[src/rtl/dm_abstract_ctrl.sv]
// rtl/dm_abstract_ctrl.sv - debug-module abstract command controller (register access only).
// Optional feature: define DM_POSTINCREMENT_EN to honour aarpostincrement on register transfers.
module dm_abstract_ctrl #(
  parameter int TIMEOUT = 255,
  parameter int XLEN    = 32
) (
  input  logic            clk,
  input  logic            rst,
  input  logic            cmd_valid,
  input  logic [31:0]     cmd,
  input  logic [2:0]      cmderr_clr,
  input  logic            data0_we,
  input  logic [XLEN-1:0] data0_wdata,
  input  logic            hart_halted,
  output logic            reg_req,
  output logic            reg_we,
  output logic [15:0]     reg_addr,
  output logic [XLEN-1:0] reg_wdata,
  input  logic            reg_ack,
  input  logic            reg_err,
  input  logic [XLEN-1:0] reg_rdata,
  output logic            busy,
  output logic [2:0]      cmderr,
  output logic [XLEN-1:0] data0,
  output logic [15:0]     regno
);

  localparam logic [1:0] S_IDLE = 2'd0;
  localparam logic [1:0] S_REG  = 2'd1;
  localparam logic [1:0] S_DONE = 2'd2;

  logic [1:0]  state;
  logic [31:0] tcnt;

  logic [7:0]  cmdtype;
  logic [2:0]  aarsize;
  logic        postinc;
  logic        postexec;
  logic        transfer;
  logic        wr;
  logic [15:0] cmd_regno;
  logic        ctl_unused;

  assign cmdtype    = cmd[31:24];
  assign ctl_unused = cmd[23];
  assign aarsize    = cmd[22:20];
  assign postinc    = cmd[19];
  assign postexec   = cmd[18];
  assign transfer   = cmd[17];
  assign wr         = cmd[16];
  assign cmd_regno  = cmd[15:0];

  assign busy = (state != S_IDLE);

  logic       cmd_bad;
  logic       timeout_hit;
  logic       err_ev;
  logic [2:0] err_code;
  logic [2:0] cleared;

`ifdef DM_POSTINCREMENT_EN
  logic postinc_q;
  assign cmd_bad = (cmdtype != 8'd0) || postexec || (transfer && aarsize != 3'd2);
`else
  assign cmd_bad = (cmdtype != 8'd0) || postexec || (transfer && aarsize != 3'd2) || postinc;
`endif

  assign timeout_hit = (TIMEOUT != 0) && (tcnt == 32'(TIMEOUT - 1));
  assign cleared     = cmderr & ~cmderr_clr;

  always_comb begin
    err_ev   = 1'b0;
    err_code = 3'd0;
    case (state)
      S_IDLE: begin
        if (cmd_valid && cmderr == 3'd0) begin
          if (cmd_bad) begin
            err_ev   = 1'b1;
            err_code = 3'd2;
          end else if (!hart_halted) begin
            err_ev   = 1'b1;
            err_code = 3'd4;
          end
        end
      end
      S_REG: begin
        if (reg_ack) begin
          if (reg_err) begin
            err_ev   = 1'b1;
            err_code = 3'd3;
          end
        end else if (!hart_halted) begin
          err_ev   = 1'b1;
          err_code = 3'd4;
        end else if (timeout_hit) begin
          err_ev   = 1'b1;
          err_code = 3'd3;
        end
      end
      default: ;
    endcase
    // A host write that collides with a running command is the lowest-priority error.
    if (!err_ev && busy && (cmd_valid || data0_we)) begin
      err_ev   = 1'b1;
      err_code = 3'd1;
    end
  end

  always_ff @(posedge clk) begin
    if (rst) begin
      state     <= S_IDLE;
      tcnt      <= 32'd0;
      cmderr    <= 3'd0;
      data0     <= '0;
      regno     <= 16'd0;
      reg_req   <= 1'b0;
      reg_we    <= 1'b0;
      reg_addr  <= 16'd0;
      reg_wdata <= '0;
`ifdef DM_POSTINCREMENT_EN
      postinc_q <= 1'b0;
`endif
    end else begin
      // An error only lands on a zero (possibly just-cleared) cmderr, so it beats a same-cycle clear.
      cmderr <= (err_ev && cleared == 3'd0) ? err_code : cleared;
      case (state)
        S_IDLE: begin
          if (data0_we) data0 <= data0_wdata;
          if (cmd_valid && cmderr == 3'd0 && !cmd_bad && hart_halted) begin
            if (transfer) begin
              state     <= S_REG;
              tcnt      <= 32'd0;
              reg_req   <= 1'b1;
              reg_we    <= wr;
              reg_addr  <= cmd_regno;
              reg_wdata <= data0;
              regno     <= cmd_regno;
`ifdef DM_POSTINCREMENT_EN
              postinc_q <= postinc;
`endif
            end else begin
              state <= S_DONE;
            end
          end
        end
        S_REG: begin
          if (reg_ack) begin
            reg_req <= 1'b0;
            state   <= S_IDLE;
            if (!reg_err) begin
              if (!reg_we) data0 <= reg_rdata;
`ifdef DM_POSTINCREMENT_EN
              if (postinc_q) regno <= regno + 16'd1;
`endif
            end
          end else if (!hart_halted) begin
            reg_req <= 1'b0;
            state   <= S_DONE;
          end else if (timeout_hit) begin
            reg_req <= 1'b0;
            state   <= S_IDLE;
          end else begin
            tcnt <= tcnt + 32'd1;
          end
        end
        default: state <= S_IDLE;
      endcase
    end
  end

endmodule

[config.mk]
export PLATFORM = sky130hd
export DESIGN_NAME = dm_abstract_ctrl
export DESIGN_NICKNAME = d
export VERILOG_FILES = /design/src/rtl/dm_abstract_ctrl.sv
export SDC_FILE = /design/constraint.sdc
export NUM_CORES = 1
export LEC_CHECK = 0
export ABC_AREA = 0
export ABC_CLOCK_PERIOD_IN_PS = 6010
export BUFFER_PORTS_ARGS = -buffer_cell sky130_fd_sc_hd__buf_2
export CAP_MARGIN = 20
export CORE_ASPECT_RATIO = 1.5
export CORE_MARGIN = 4
export CORE_UTILIZATION = 54
export CTS_BUF_LIST = sky130_fd_sc_hd__clkbuf_8
export DETAILED_ROUTE_END_ITERATION = 12
export HOLD_SLACK_MARGIN = 0.03
export PLACE_DENSITY = 0.9
export SETUP_SLACK_MARGIN = 0.02
export SYNTH_ARGS = -nofsm -noshare
export SYNTH_HDL_FRONTEND = slang
export SYNTH_SLANG_ARGS = --single-unit
[constraint.sdc]
create_clock -name clk -period 6.01 [get_ports clk]
set_input_delay 0.601 -clock clk [delete_from_list [all_inputs] [get_ports clk]]
set_output_delay 0.601 -clock clk [all_outputs]
set_load 0.05 [all_outputs]
**Yosys cells after proc, flatten, opt, wreduce, memory -nomap -nowiden**

Index checks and enable logic that the tools add are counted.

- Register bits after elaboration: 119
- Output and inout port bits: 102
- Word-level logic and storage cells: 90

- $add $sub $neg: 1
- Equality and inequality tests: 13
- Multiplexer cells: 42
- Bitwise operators: 2
- Reductions and logical operators: 24

Operators by type and width:

| cell | number |
|---|---|
| two-way mux 32 bit | 9 |
| one-hot mux 32 bit (2 select lines) | 2 |
| adder 32 x 1 -> 32 bit, second input constant | 1 |
| == test 32 x 8 -> 1 bit, second input constant | 1 |
| two-way mux 3 bit | 7 |
| != test 2 bit, second input constant | 9 |
| two-way mux 2 bit | 7 |
| two-way mux 1 bit | 13 |
| nonzero test 8 bit | 1 |
| logical AND 1 bit | 7 |
| zero test 3 bit | 2 |
| one-hot mux 3 bit (2 select lines) | 1 |
| AND reduction 6 bit | 1 |
| AND reduction 5 bit | 1 |
| logical OR 1 bit | 4 |
| != test 4 bit, second input constant | 1 |
| one-hot mux 1 bit (2 select lines) | 2 |
| one-hot mux 2 bit (2 select lines) | 1 |
| AND reduction 4 bit | 1 |
| nonzero test 2 bit | 2 |
| AND 3 bit | 1 |
| != test 3 x 2 -> 1 bit, second input constant | 1 |
| NOT 3 bit | 1 |
| AND reduction 3 bit | 1 |
| 4 further kinds | 5 |

**Logic depth before layout (Yosys ltp)**

Gate-level depths: netlist (run 1).

- Depth in word-level cells: 13
- Gate-level depth with buffers: 9

**Worst setup path after synthesis (run 1)**

Ideal clock, no wire load.

- Path kind: register to register
- Start point: reg cmderr[1]
- End point: reg tcnt[13]
- Library setup time: 0.070 ns
- Data arrival time: 2.390 ns
- Data required time: 5.940 ns
- Setup slack: 3.549 ns
- Cell stages (with the launch flop): 7
- Path buffers: 0
- Path through: dfxtp_1 or4b_4 nor4_4 a32oi_4 and2_4 or4_1 a21oi_1

- Cells in the longest elaborated chain, start to end: 6

RTL lines:

| element | RTL line | text |
|---|---|---|
| from (decl) | 23 | `output logic [2:0] cmderr,` |
| from (signal assigned) | 125 | `cmderr <= (err_ev && cleared == 3'd0) ? err_code : cleared;` |
| zero test 3 bit | 129 | `if (cmd_valid && cmderr == 3'd0 && !cmd_bad && hart_halted) begin` |
| logical AND 1 bit (3 in series) | 129 |  |
| != test 2 bit (no source line) | n/a |  |
| AND reduction 6 bit (no source line) | n/a |  |
| to (signal assigned) | 163 | `tcnt <= tcnt + 32'd1;` |
| to (decl) | 33 | `logic [31:0] tcnt;` |

Every way passes these cells.
A chain may end at the register's enable or synchronous reset.

**Worst setup path in the final report (run 1)**

- Start point: reg state[0]
- End point: reg tcnt[27]

- Cells in the longest elaborated chain, start to end: 3
- Elaborated cells on any way between the ends: 10
- Classes of those cells: eq/ne (6); mux (1); reduce/logical (3)

RTL lines:

| element | RTL line | text |
|---|---|---|
| from (decl) | 32 | `logic [1:0] state;` |
| from (signal assigned) | 111 | `state <= S_IDLE;` |
| from (signal assigned) | 131 | `state <= S_REG;` |
| from (signal assigned) | 142 | `state <= S_DONE;` |
| == test 2 x 1 -> 1 bit / zero test 2 bit (equally long branches) | 126 | `case (state)` |
| != test 2 bit (no source line) / nonzero test 2 bit (equally long branches) | n/a |  |
| AND reduction 6 bit (no source line) | n/a |  |

Parallel ways exist; a longest one is shown, timed or not.

==> results of run 1 <==
## routing by layer
layer / global-route usage / wire length [µm] / share of wire
met1: 0.284 / 5390 / 0.36
met2: 0.433 / 7560 / 0.50
met3: 0.0929 / 1580 / 0.11
met4: 0.114 / 476 / 0.032
met5: 0 / 0 / 0
## logic make-up (layout without fill, tap and decap cells)
| group | count (synthesis) | after routing | synth area share |
|---|---|---|---|
| flops | 119 | 119 | 0.450 |
| buf+inv | 71 | 254 | 0.0624 |
| fa+ha+maj | 2 | 2 | 0.00473 |
| xor+xnor | 16 | 16 | 0.0265 |
| compound gates | 142 | 142 | 0.180 |
| mux | 3 | 3 | 0.00568 |
| simple gates | 322 | 322 | 0.271 |
## layout make-up
cell class,count,area (µm²),area share
repair buffers,210,1060,0.159
flip-flops and latches,119,2380,0.358
clock inverters,14,175,0.0263
clock buffers,18,248,0.0372
inverters,12,45.0,0.00677
well taps,115,144,0.0216
multi-input cells,485,2600,0.390
## sequential cells by signal, indices dropped and copies added, names as in the netlist
register and count:
data0 32, reg_wdata 32, tcnt 32, regno 16
cmderr 3, state 2, reg_req 1, reg_we 1
## metrics by stage
step / worst slack (ns) / power (mW) / cell area (µm²)
floorplan: 3.55 / 0.930 / 5290
global placement: 2.95 / 0.991 / 6230
finish: 3.17 / 1.73 / 6650
CTS: 3.16 / 1.74 / 6650
global route: 2.94 / 1.79 / 6650
detailed placement: 2.92 / 0.993 / 6230
## report_power, final
group | switching [mW] | internal (mW)
clock | 0.331 | 0.424
sequential | 0.0129 | 0.804
combinational | 0.106 | 0.0524
## worst max-delay path: cells and delay by family, from the launching register on
| family | cells | cell delay (ns) |
|---|---|---|
| AND/OR/NAND/NOR | 2 | 0.87 |
| AO/OA/AOI/OAI | 2 | 0.89 |
| flip-flops | 1 | 0.42 |
| buffers and inverters | 1 | 0.31 |
| XOR/XNOR | 1 | 0.19 |
## path summary, 6_finish.rpt
kind | to | slack, ns | cells after the start
max reg2reg | tcnt[27]$_SDFFE_PP0P_ | 3.17 | 6
min reg2reg | reg_wdata[8]$_SDFFE_PP0P_ | 0.45 | 2
min | regno[14]$_SDFFE_PP0P_ | 0.41 | 3
max | tcnt[27]$_SDFFE_PP0P_ | 3.17 | 6
## placed cells by master (no fill, tap or decap), types with 5 or more instances in the layout
cell type	instances
sky130_fd_sc_hd__a211oi_1	5
sky130_fd_sc_hd__a21o_1	6
sky130_fd_sc_hd__a21oi_1	72
sky130_fd_sc_hd__a311oi_1	32
sky130_fd_sc_hd__and3_1	9
sky130_fd_sc_hd__buf_2	206
sky130_fd_sc_hd__clkbuf_8	18
sky130_fd_sc_hd__dfxtp_1	119
sky130_fd_sc_hd__inv_1	12
sky130_fd_sc_hd__nand2_1	185
sky130_fd_sc_hd__nand3_1	13
sky130_fd_sc_hd__nand4_1	11
sky130_fd_sc_hd__nor2_1	58
sky130_fd_sc_hd__nor3_1	5
sky130_fd_sc_hd__nor4_1	9
sky130_fd_sc_hd__o21ai_0	6
sky130_fd_sc_hd__or2_2	5
sky130_fd_sc_hd__xnor2_1	16
==> run metrics, run 1 <==
non-filler instance count after layout=973; remaining global-route overflow=0; instance count of the mapped netlist=675; number of buffers created by CTS=17; starting utilization of the core area=0.549; Worst Hold Slack=0.411 ns; initial antenna violation count=0; final weighted congestion in routability-driven placement=0.839; share of the synthesized area in the top cell type=0.450; final routed wirelength across all metal layers=15000 µm; global-route wire length before repair=22900 µm; Critical Path RT=6.29 ns; half-perimeter wire length after detailed placement=10600 µm; GRT Util Overall=0.256; Hold Path Origin=cmd[14]; Post-synth top flop=sky130_fd_sc_hd__dfxtp_1; Clock H-tree levels=4; cts repair resizes=0; critical path fanouts, max=37; setup TNS=0 ns; Nets=953; final count of negative-setup-slack endpoints=0; Mean Syn Cell Area=7.84 µm²; port buffer count=206; via count of the first global-routing pass=4863; number of antenna diodes=0; hold buffer count at CTS=0; sequential area share after synthesis=0.450; number of filler instances in the final layout=770; CTS Buffer Depth=2; insertion delay to the later sink of the worst-skew pair=0.42 ns; TritonCTS clock tree=built; critical path arrival=3.11 ns; P per Cell Area=260 nW/µm²; instance count after placement with tap cells included=941; cell with the most instances after synthesis=sky130_fd_sc_hd__nand2_1; initial drt markers=329; Max Cap Viol=0; post-route minimum period=2.84 ns; worst vdd rail ir drop=188 µV; Final Core Density=0.691; maximum number of pins on one net before global-route repair=94; cell chosen for the clock root=sky130_fd_sc_hd__clkbuf_8; Post-synth EDFFs=0; Worst Max-Slew Pin Slew=0.977 ns; horizontal die dimension=88.8 µm; kind of critical path=register to register; Remaining DRCs=0; Worst Skew=0.00673 ns; CP max stage delay=0.82 ns; category of the worst setup path launch point=register; antenna-violating nets left=0; placeable core area=9630 µm²; cell type with the highest aggregate area in the netlist=sky130_fd_sc_hd__dfxtp_1; clock-pin slew on the worst setup and hold paths=0.07 ns; final hold vios=0; setup repair after global routing missed its margin=false; Rows=44; layout cell share with drive strength beyond 1=0.303; critical-path cell with the highest stage delay=sky130_fd_sc_hd__nor2b_4; total standard cell area after synthesis=5290 µm²; Critical Path Start=state[0]$_SDFFE_PP0P_; synth top area cells=sky130_fd_sc_hd__dfxtp_1 (45%), sky130_fd_sc_hd__nand2_1 (13%), sky130_fd_sc_hd__a21oi_1 (6.8%); height of the die=129 µm; synthesized netlist net count=783; synthesized flop and latch total=119; library cells used by synthesis=48; routed via count divided by cell count=5.59; total leakage power=2.87 nW; launching point of the worst reg2reg path=state[0]$_SDFFE_PP0P_; run status=finished, final reports clean; Ports=208; category of the worst setup path capture point=register; class of the worst hold path=input pin to register; Post CTS Setup Buffer Count=0; clock sink count=119; proportion of register bits with asynchronous set or reset after synthesis=0; highest attainable clock frequency=352 MHz; Final Slew Violations=0; list of cells traversed by the critical path=nor2b_4 -> o211ai_1 -> buf_4 -> a2111oi_1 -> xnor2_1 -> nor2_1; First-pass DRT Iterations=5; wire length per cell after detailed routing=15.4 µm; Total Die Area=11500 µm²; Slew headroom=0.346; most frequent cells after synthesis=sky130_fd_sc_hd__nand2_1 (186), sky130_fd_sc_hd__dfxtp_1 (119), sky130_fd_sc_hd__a21oi_1 (72); Via Count=5442; synth warn=0; layout-stage area growth over the synthesis result=25.7%; period utilisation layout=0.472
(Power assumes the default switching activity.)
==> run 2, diff against run 1 <==
--- a/config.mk
+++ b/config.mk
@@ -5,17 +5,17 @@
 export SDC_FILE = /design/constraint.sdc
 export NUM_CORES = 1
 export LEC_CHECK = 0
-export ABC_AREA = 0
-export ABC_CLOCK_PERIOD_IN_PS = 6010
+export ABC_AREA = 1
+export ABC_CLOCK_PERIOD_IN_PS = 2400
 export BUFFER_PORTS_ARGS = -buffer_cell sky130_fd_sc_hd__buf_2
 export CAP_MARGIN = 20
 export CORE_ASPECT_RATIO = 1.5
 export CORE_MARGIN = 4
-export CORE_UTILIZATION = 54
+export CORE_UTILIZATION = 47
 export CTS_BUF_LIST = sky130_fd_sc_hd__clkbuf_8
 export DETAILED_ROUTE_END_ITERATION = 12
 export HOLD_SLACK_MARGIN = 0.03
-export PLACE_DENSITY = 0.9
+export PLACE_DENSITY = 0.82
 export SETUP_SLACK_MARGIN = 0.02
 export SYNTH_ARGS = -nofsm -noshare
 export SYNTH_HDL_FRONTEND = slang
==> constraint.sdc (replaced) <==
create_clock -name clk -period 2.4 [get_ports clk]
set_input_delay 0.24 -clock clk [delete_from_list [all_inputs] [get_ports clk]]
set_output_delay 0.24 -clock clk [all_outputs]
set_load 0.05 [all_outputs]
==> run metrics, run 2 <==
clock-pin slew on the worst setup and hold paths=0.07 ns; final hold vios=0; P per Cell Area=590 nW/µm²; worst reg2reg setup slack=0.41 ns; synth warn=0; TritonCTS clock tree=built; library cells used by synthesis=34; setup repair after global routing missed its margin=false; smallest setup slack after layout=0.405 ns; Sw Share=0.264; class of the worst hold path=input pin to register; highest attainable clock frequency=501 MHz; initial antenna violation count=0; global-route wire length before repair=28800 µm; height of the die=144 µm; Clock H-tree levels=4; hold buffer count at CTS=13; synthesized netlist net count=978; cts repair resizes=0; port buffer count=206; wire length per cell after detailed routing=14.8 µm; post-route minimum period=1.99 ns; GRT Util Overall=0.249; Clock power frac=0.433; category of the worst setup path capture point=register; CTS Buffer Depth=2; category of the worst setup path launch point=register; synthesized flop and latch total=119; area post-placement=6800 µm²; Remaining DRCs=0; cell chosen for the clock root=sky130_fd_sc_hd__clkbuf_8; Worst Skew=0.0108 ns; synth top area cells=sky130_fd_sc_hd__dfxtp_1 (41%), sky130_fd_sc_hd__nand2_1 (15%), sky130_fd_sc_hd__nor2_1 (12%); number of cells traversed by the worst hold path=3; Post-Layout Inst Area=7340 µm²; cell with the most instances after synthesis=sky130_fd_sc_hd__nand2_1; Max Cap Viol=0; maximum number of pins on one net before global-route repair=65; Slew headroom=0.592; run status=finished, final reports clean; routed via count divided by cell count=5.14; worst vdd rail ir drop=368 µV; Total Die Area=14200 µm²; worst reg-to-reg path cell count=11; final count of negative-setup-slack endpoints=0; cell type with the highest aggregate area in the netlist=sky130_fd_sc_hd__dfxtp_1; Regs by FF count=data0: 32 flops, reg_wdata: 32 flops, tcnt: 32 flops; Mean Syn Cell Area=6.66 µm²; overall power after layout=4.33 mW; final routed wirelength across all metal layers=18100 µm; cell internal pwr=3.19 mW; layout cell share with drive strength beyond 1=0.254; critical path arrival=2.35 ns; Comb pwr share=0.095; insertion delay to the later sink of the worst-skew pair=0.43 ns; setup TNS=0 ns; sequential area share after synthesis=0.411; initial drt markers=359; Critical Path RT=2.76 ns; net load switching power=1.15 mW; starting utilization of the core area=0.483; setup slack at placement=0.419 ns; proportion of register bits with asynchronous set or reset after synthesis=0; critical path fanouts, max=19; most used cells in the layout excluding fill and tap cells=sky130_fd_sc_hd__nand2_1 (225), sky130_fd_sc_hd__buf_2 (206), sky130_fd_sc_hd__nor2_1 (193); number of antenna diodes=0; placeable core area=12000 µm²; Hold Path Origin=cmd[14]; number of buffers created by CTS=17; Rows=49; launching point of the worst reg2reg path=tcnt[0]$_SDFFE_PP0P_; Via Count=6280; final weighted congestion in routability-driven placement=0.993; Post-synth top flop=sky130_fd_sc_hd__dfxtp_1; share of the synthesized area in the top cell type=0.411; most frequent cells after synthesis=sky130_fd_sc_hd__nand2_1 (225), sky130_fd_sc_hd__nor2_1 (193), sky130_fd_sc_hd__dfxtp_1 (119); Ports=208; clock sink count=119; layout-stage area growth over the synthesis result=26.7%; period utilisation layout=0.831; horizontal die dimension=98.7 µm; Worst Max-Slew Pin Slew=0.611 ns; half-perimeter wire length after detailed placement=13100 µm; total leakage power=3.38 nW; First-pass DRT Iterations=5; Final Slew Violations=0; kind of critical path=register to register; instance count of the mapped netlist=870; via count of the first global-routing pass=5875; sequential fraction of design power=0.472; total standard cell area after synthesis=5800 µm²; remaining global-route overflow=0; most common library cell in the layout ignoring fill and taps=sky130_fd_sc_hd__nand2_1; Final Core Density=0.611; Critical Path Start=tcnt[0]$_SDFFE_PP0P_; Nets=1165; Post CTS Setup Buffer Count=0; antenna-violating nets left=0; Post-synth EDFFs=0
-- run 2: cell types whose count changed after synthesis, sizes merged, moves of 29 or more --
cell    change
nor2      +141
inv        +30
o21ai      +79
a21oi      -35
nand2      +41
a311oi     -32
a31oi      +29
-- run 2: stage by stage --
step,std cells,hold WS (ns)
floorplan,870,0.375
global placement,1178,0.462
detailed placement,1178,0.466
CTS,1222,0.0352
global route,1222,0.0327
finish,1222,0.0482
-- run 2: path summary, 6_finish.rpt --
kind	endpoint
setup / recovery	tcnt[16]$_SDFFE_PP0P_
hold / removal	regno[14]$_SDFFE_PP0P_
setup reg to reg	tcnt[16]$_SDFFE_PP0P_
hold reg to reg	reg_we$_SDFFE_PP0P_
-- run 2: per-layer routing --
| layer | routed length (µm) | global-route usage | part of all wire | up-vias |
|---|---|---|---|---|
| met4 | 475 | 0.0921 | 0.026 | 0 |
| met2 | 9360 | 0.459 | 0.52 | 243 |
| met1 | 6900 | 0.277 | 0.38 | 2849 |
| met5 | 0 | 0 | 0 | - |
| met3 | 1350 | 0.0608 | 0.075 | 36 |
| li1 | - | - | - | 3152 |
-- run 2: final cells by class --
| type | instances | area, µm² |
|---|---|---|
| Tap cell | 153 | 191 |
| Inverter | 43 | 166 |
| Sequential cell | 119 | 2380 |
| Clock inverter | 14 | 176 |
| Fill cell | 1137 | 4670 |
| Clock buffer | 17 | 234 |
| Timing Repair Buffer | 228 | 1270 |
| Multi-Input combinational cell | 648 | 2930 |
-- run 2: kinds of logic (layout without fill, tap and decap cells) --
group / Yosys count / after routing / synth area share
AO/OA/AOI/OAI: 158 / 158 / 0.147
XOR/XNOR: 20 / 20 / 0.0302
adder cells (fa/ha/maj): 2 / 2 / 0.00432
buffers and inverters: 103 / 302 / 0.0852
flip-flops: 119 / 119 / 0.411
AND/OR/NAND/NOR: 468 / 468 / 0.322
-- run 2: critical path: stages (launching register included) --
cell and delay (ns):
sky130_fd_sc_hd__dfxtp_1 0.43, sky130_fd_sc_hd__inv_1 0.09, sky130_fd_sc_hd__ha_1 0.20, sky130_fd_sc_hd__nand2_1 0.06, sky130_fd_sc_hd__nor2_1 0.04, sky130_fd_sc_hd__nand2_1 0.09
sky130_fd_sc_hd__nor2_1 0.06, sky130_fd_sc_hd__nand3b_2 0.23, sky130_fd_sc_hd__nand2_4 0.24, sky130_fd_sc_hd__buf_4 0.26, sky130_fd_sc_hd__nand3_1 0.09, sky130_fd_sc_hd__a21oi_1 0.14
-- run 2: power by group through the flow --
stage	Clock [mW]	Sequential, mW	Combinational, mW
2_1_floorplan	0	2.22	0.0977
3_3_place_gp	0	2.09	0.389
3_5_place_dp	0	2.09	0.392
4_1_cts	1.91	2.04	0.410
5_1_grt	2.01	2.05	0.439
6_report	1.88	2.04	0.412
==> run 3, diff against run 2 <==
--- a/config.mk
+++ b/config.mk
@@ -6,16 +6,16 @@
 export NUM_CORES = 1
 export LEC_CHECK = 0
 export ABC_AREA = 1
-export ABC_CLOCK_PERIOD_IN_PS = 2400
+export ABC_CLOCK_PERIOD_IN_PS = 2100
 export BUFFER_PORTS_ARGS = -buffer_cell sky130_fd_sc_hd__buf_2
 export CAP_MARGIN = 20
 export CORE_ASPECT_RATIO = 1.5
 export CORE_MARGIN = 4
-export CORE_UTILIZATION = 47
+export CORE_UTILIZATION = 52
 export CTS_BUF_LIST = sky130_fd_sc_hd__clkbuf_8
 export DETAILED_ROUTE_END_ITERATION = 12
 export HOLD_SLACK_MARGIN = 0.03
-export PLACE_DENSITY = 0.82
+export PLACE_DENSITY = 0.86
 export SETUP_SLACK_MARGIN = 0.02
 export SYNTH_ARGS = -nofsm -noshare
 export SYNTH_HDL_FRONTEND = slang
==> constraint.sdc (replaced) <==
create_clock -name clk -period 2.1 [get_ports clk]
set_input_delay 0.21 -clock clk [delete_from_list [all_inputs] [get_ports clk]]
set_output_delay 0.21 -clock clk [all_outputs]
set_load 0.05 [all_outputs]
==> run metrics, run 3 (same netlist as run 2, synthesis figures left out) <==
run status=finished, final reports clean; kind of cell adding the most delay to the critical path=simple AND/OR/NAND/NOR gates; via count of the first global-routing pass=5987; capture point of the worst reg-to-reg path=tcnt[25]$_SDFFE_PP0P_; critical-path cell with the highest stage delay=sky130_fd_sc_hd__dfxtp_1; wire length per cell after detailed routing=15.5 µm; most used cell along the critical path=sky130_fd_sc_hd__nand2_1; final count of negative-setup-slack endpoints=0; initial antenna violation count=0; maximum number of pins on one net before global-route repair=83; placeable core area=11000 µm²; starting utilization of the core area=0.527; final hold vios=0; clock-pin slew on the worst setup and hold paths=0.08 ns; Ports=208; number of filler instances in the final layout=958; Detail Route met2 WL=9430 µm; insertion delay to the later sink of the worst-skew pair=0.43 ns; Via Count=6539; Remaining DRCs=0; total leakage power=3.44 nW; remaining global-route overflow=0; stages on the worst setup path=10; capturing element of the worst setup path=tcnt[25]$_SDFFE_PP0P_; Nets=1182; Slew headroom=0.633; cell chosen for the clock root=sky130_fd_sc_hd__clkbuf_8; FF/Latch Area=2380 µm²; CTS Buffer Depth=2; smallest setup slack after layout=0.215 ns; layout-stage area growth over the synthesis result=29.4%; most common library cell in the layout ignoring fill and taps=sky130_fd_sc_hd__nand2_1; launching point of the worst reg2reg path=tcnt[1]$_SDFFE_PP0P_; Worst Max-Slew Pin Slew=0.550 ns; layout cell share with drive strength beyond 1=0.254; list of cells traversed by the critical path=nand3_1 -> inv_1 -> nand2_1 -> nor2_1 -> nand2_1 -> nand2_1 -> nand2_1 -> nor2_1 -> nand2_1 -> a21oi_1; Worst Hold Slack=0.0433 ns; antenna-violating nets left=0; global-route wire length before repair=30000 µm; port buffer count=206; TritonCTS clock tree=built; WL met1=6890 µm; worst reg-to-reg path cell count=10; clock sink count=119; worst reg2reg setup slack=0.22 ns; number of antenna diodes=0; horizontal die dimension=94.2 µm; CP max stage delay=0.41 ns; number of buffers created by CTS=17; setup repair after global routing missed its margin=false; category of the worst setup path capture point=register; kind of critical path=register to register; area used by multi-input combinational logic=2930 µm²; Rows=47; final weighted congestion in routability-driven placement=0.943; First-pass DRT Iterations=5; Critical Path RT=2.47 ns; critical path fanouts, max=5; setup slack at placement=0.181 ns; top routing layer used=met4; highest attainable clock frequency=531 MHz; height of the die=137 µm; initial drt markers=291; routed via count divided by cell count=5.30; Max Cap Viol=0; number of buffers and inverters on the critical path=1; half-perimeter wire length after detailed placement=13100 µm; overall power after layout=4.98 mW; final routed wirelength across all metal layers=19100 µm; period utilisation layout=0.898; category of the worst setup path launch point=register; GRT Util Overall=0.295; Final Slew Violations=0; worst vdd rail ir drop=469 µV; Critical Path Start=tcnt[1]$_SDFFE_PP0P_; P per Cell Area=665 nW/µm²; Regs by FF count=data0: 32 flops, reg_wdata: 32 flops, tcnt: 32 flops; class of the worst hold path=input pin to register; Worst Skew=0.0136 ns; most used cells in the layout excluding fill and tap cells=sky130_fd_sc_hd__nand2_1 (225), sky130_fd_sc_hd__buf_2 (206), sky130_fd_sc_hd__nor2_1 (193); post-route minimum period=1.88 ns; total length of routed met3 wires=1720 µm; Total Die Area=12900 µm²; Clock H-tree levels=4; critical path arrival=2.26 ns; setup TNS=0 ns
-- run 3: power breakdown --
| part | switching [mW] | total, mW | internal [mW] |
|---|---|---|---|
| combinational | 0.318 | 0.494 | 0.177 |
| sequential | 0.0377 | 2.34 | 2.30 |
| clock | 0.977 | 2.15 | 1.17 |
| total | 1.33 | 4.98 | 3.65 |
-- run 3: worst min path at each step --
stage | cells after the start | start | endpoint | slack (ns)
3_5_place_dp | 3 | cmd[12] | regno[12]$_SDFFE_PP0P_ | 0.44
4_1_cts | 3 | data0_wdata[28] | data0[28]$_SDFFE_PP0P_ | 0.03
5_1_grt | 3 | reg_rdata[15] | data0[15]$_SDFFE_PP0P_ | 0.03
3_3_place_gp | 3 | cmd[14] | regno[14]$_SDFFE_PP0P_ | 0.43
2_1_floorplan | 2 | cmd[11] | regno[11]$_SDFFE_PP0P_ | 0.34
6_report | 3 | data0_wdata[1] | data0[1]$_SDFFE_PP0P_ | 0.04
-- run 3: area by class of cell --
type | instances | share of cell area
clock buffers | 17 | 0.0312
clock inverters | 15 | 0.0237
inverters | 43 | 0.0225
multi-input cells | 648 | 0.391
flip-flops and latches | 119 | 0.318
well taps | 147 | 0.0245
repair buffers | 245 | 0.189
-- run 3: timing repair --
action	CTS	global route
endpoints found under the setup margin	0	33
setup buffers	0	0
hold buffers	28	0
endpoints found under the hold margin	27	0
resized for setup	0	5
-- run 3: routing by layer --
metal	global-route usage	vias to the layer above
met5	0	-
met4	0.178	0
met3	0.0831	85
met2	0.494	291
met1	0.329	2978
li1	-	3185
-- run 3: worst reg2reg max path: stages, from the launching register on --
cell	delay [ns]
sky130_fd_sc_hd__dfxtp_1	0.41
sky130_fd_sc_hd__nand3_1	0.21
sky130_fd_sc_hd__inv_1	0.22
sky130_fd_sc_hd__nand2_1	0.16
sky130_fd_sc_hd__nor2_1	0.36
sky130_fd_sc_hd__nand2_1	0.10
sky130_fd_sc_hd__nand2_1	0.07
sky130_fd_sc_hd__nand2_1	0.05
sky130_fd_sc_hd__nor2_1	0.08
sky130_fd_sc_hd__nand2_1	0.06
sky130_fd_sc_hd__a21oi_1	0.13
-- run 3: per-stage QoR --
step | cell area, µm² | cells | util
2_1_floorplan | 5800 | 870 | -
3_3_place_gp | 6800 | 1174 | 0.618
3_5_place_dp | 6800 | 1174 | 0.618
4_1_cts | 7490 | 1234 | 0.681
5_1_grt | 7500 | 1234 | 0.682
6_report | 7500 | 1234 | 0.682
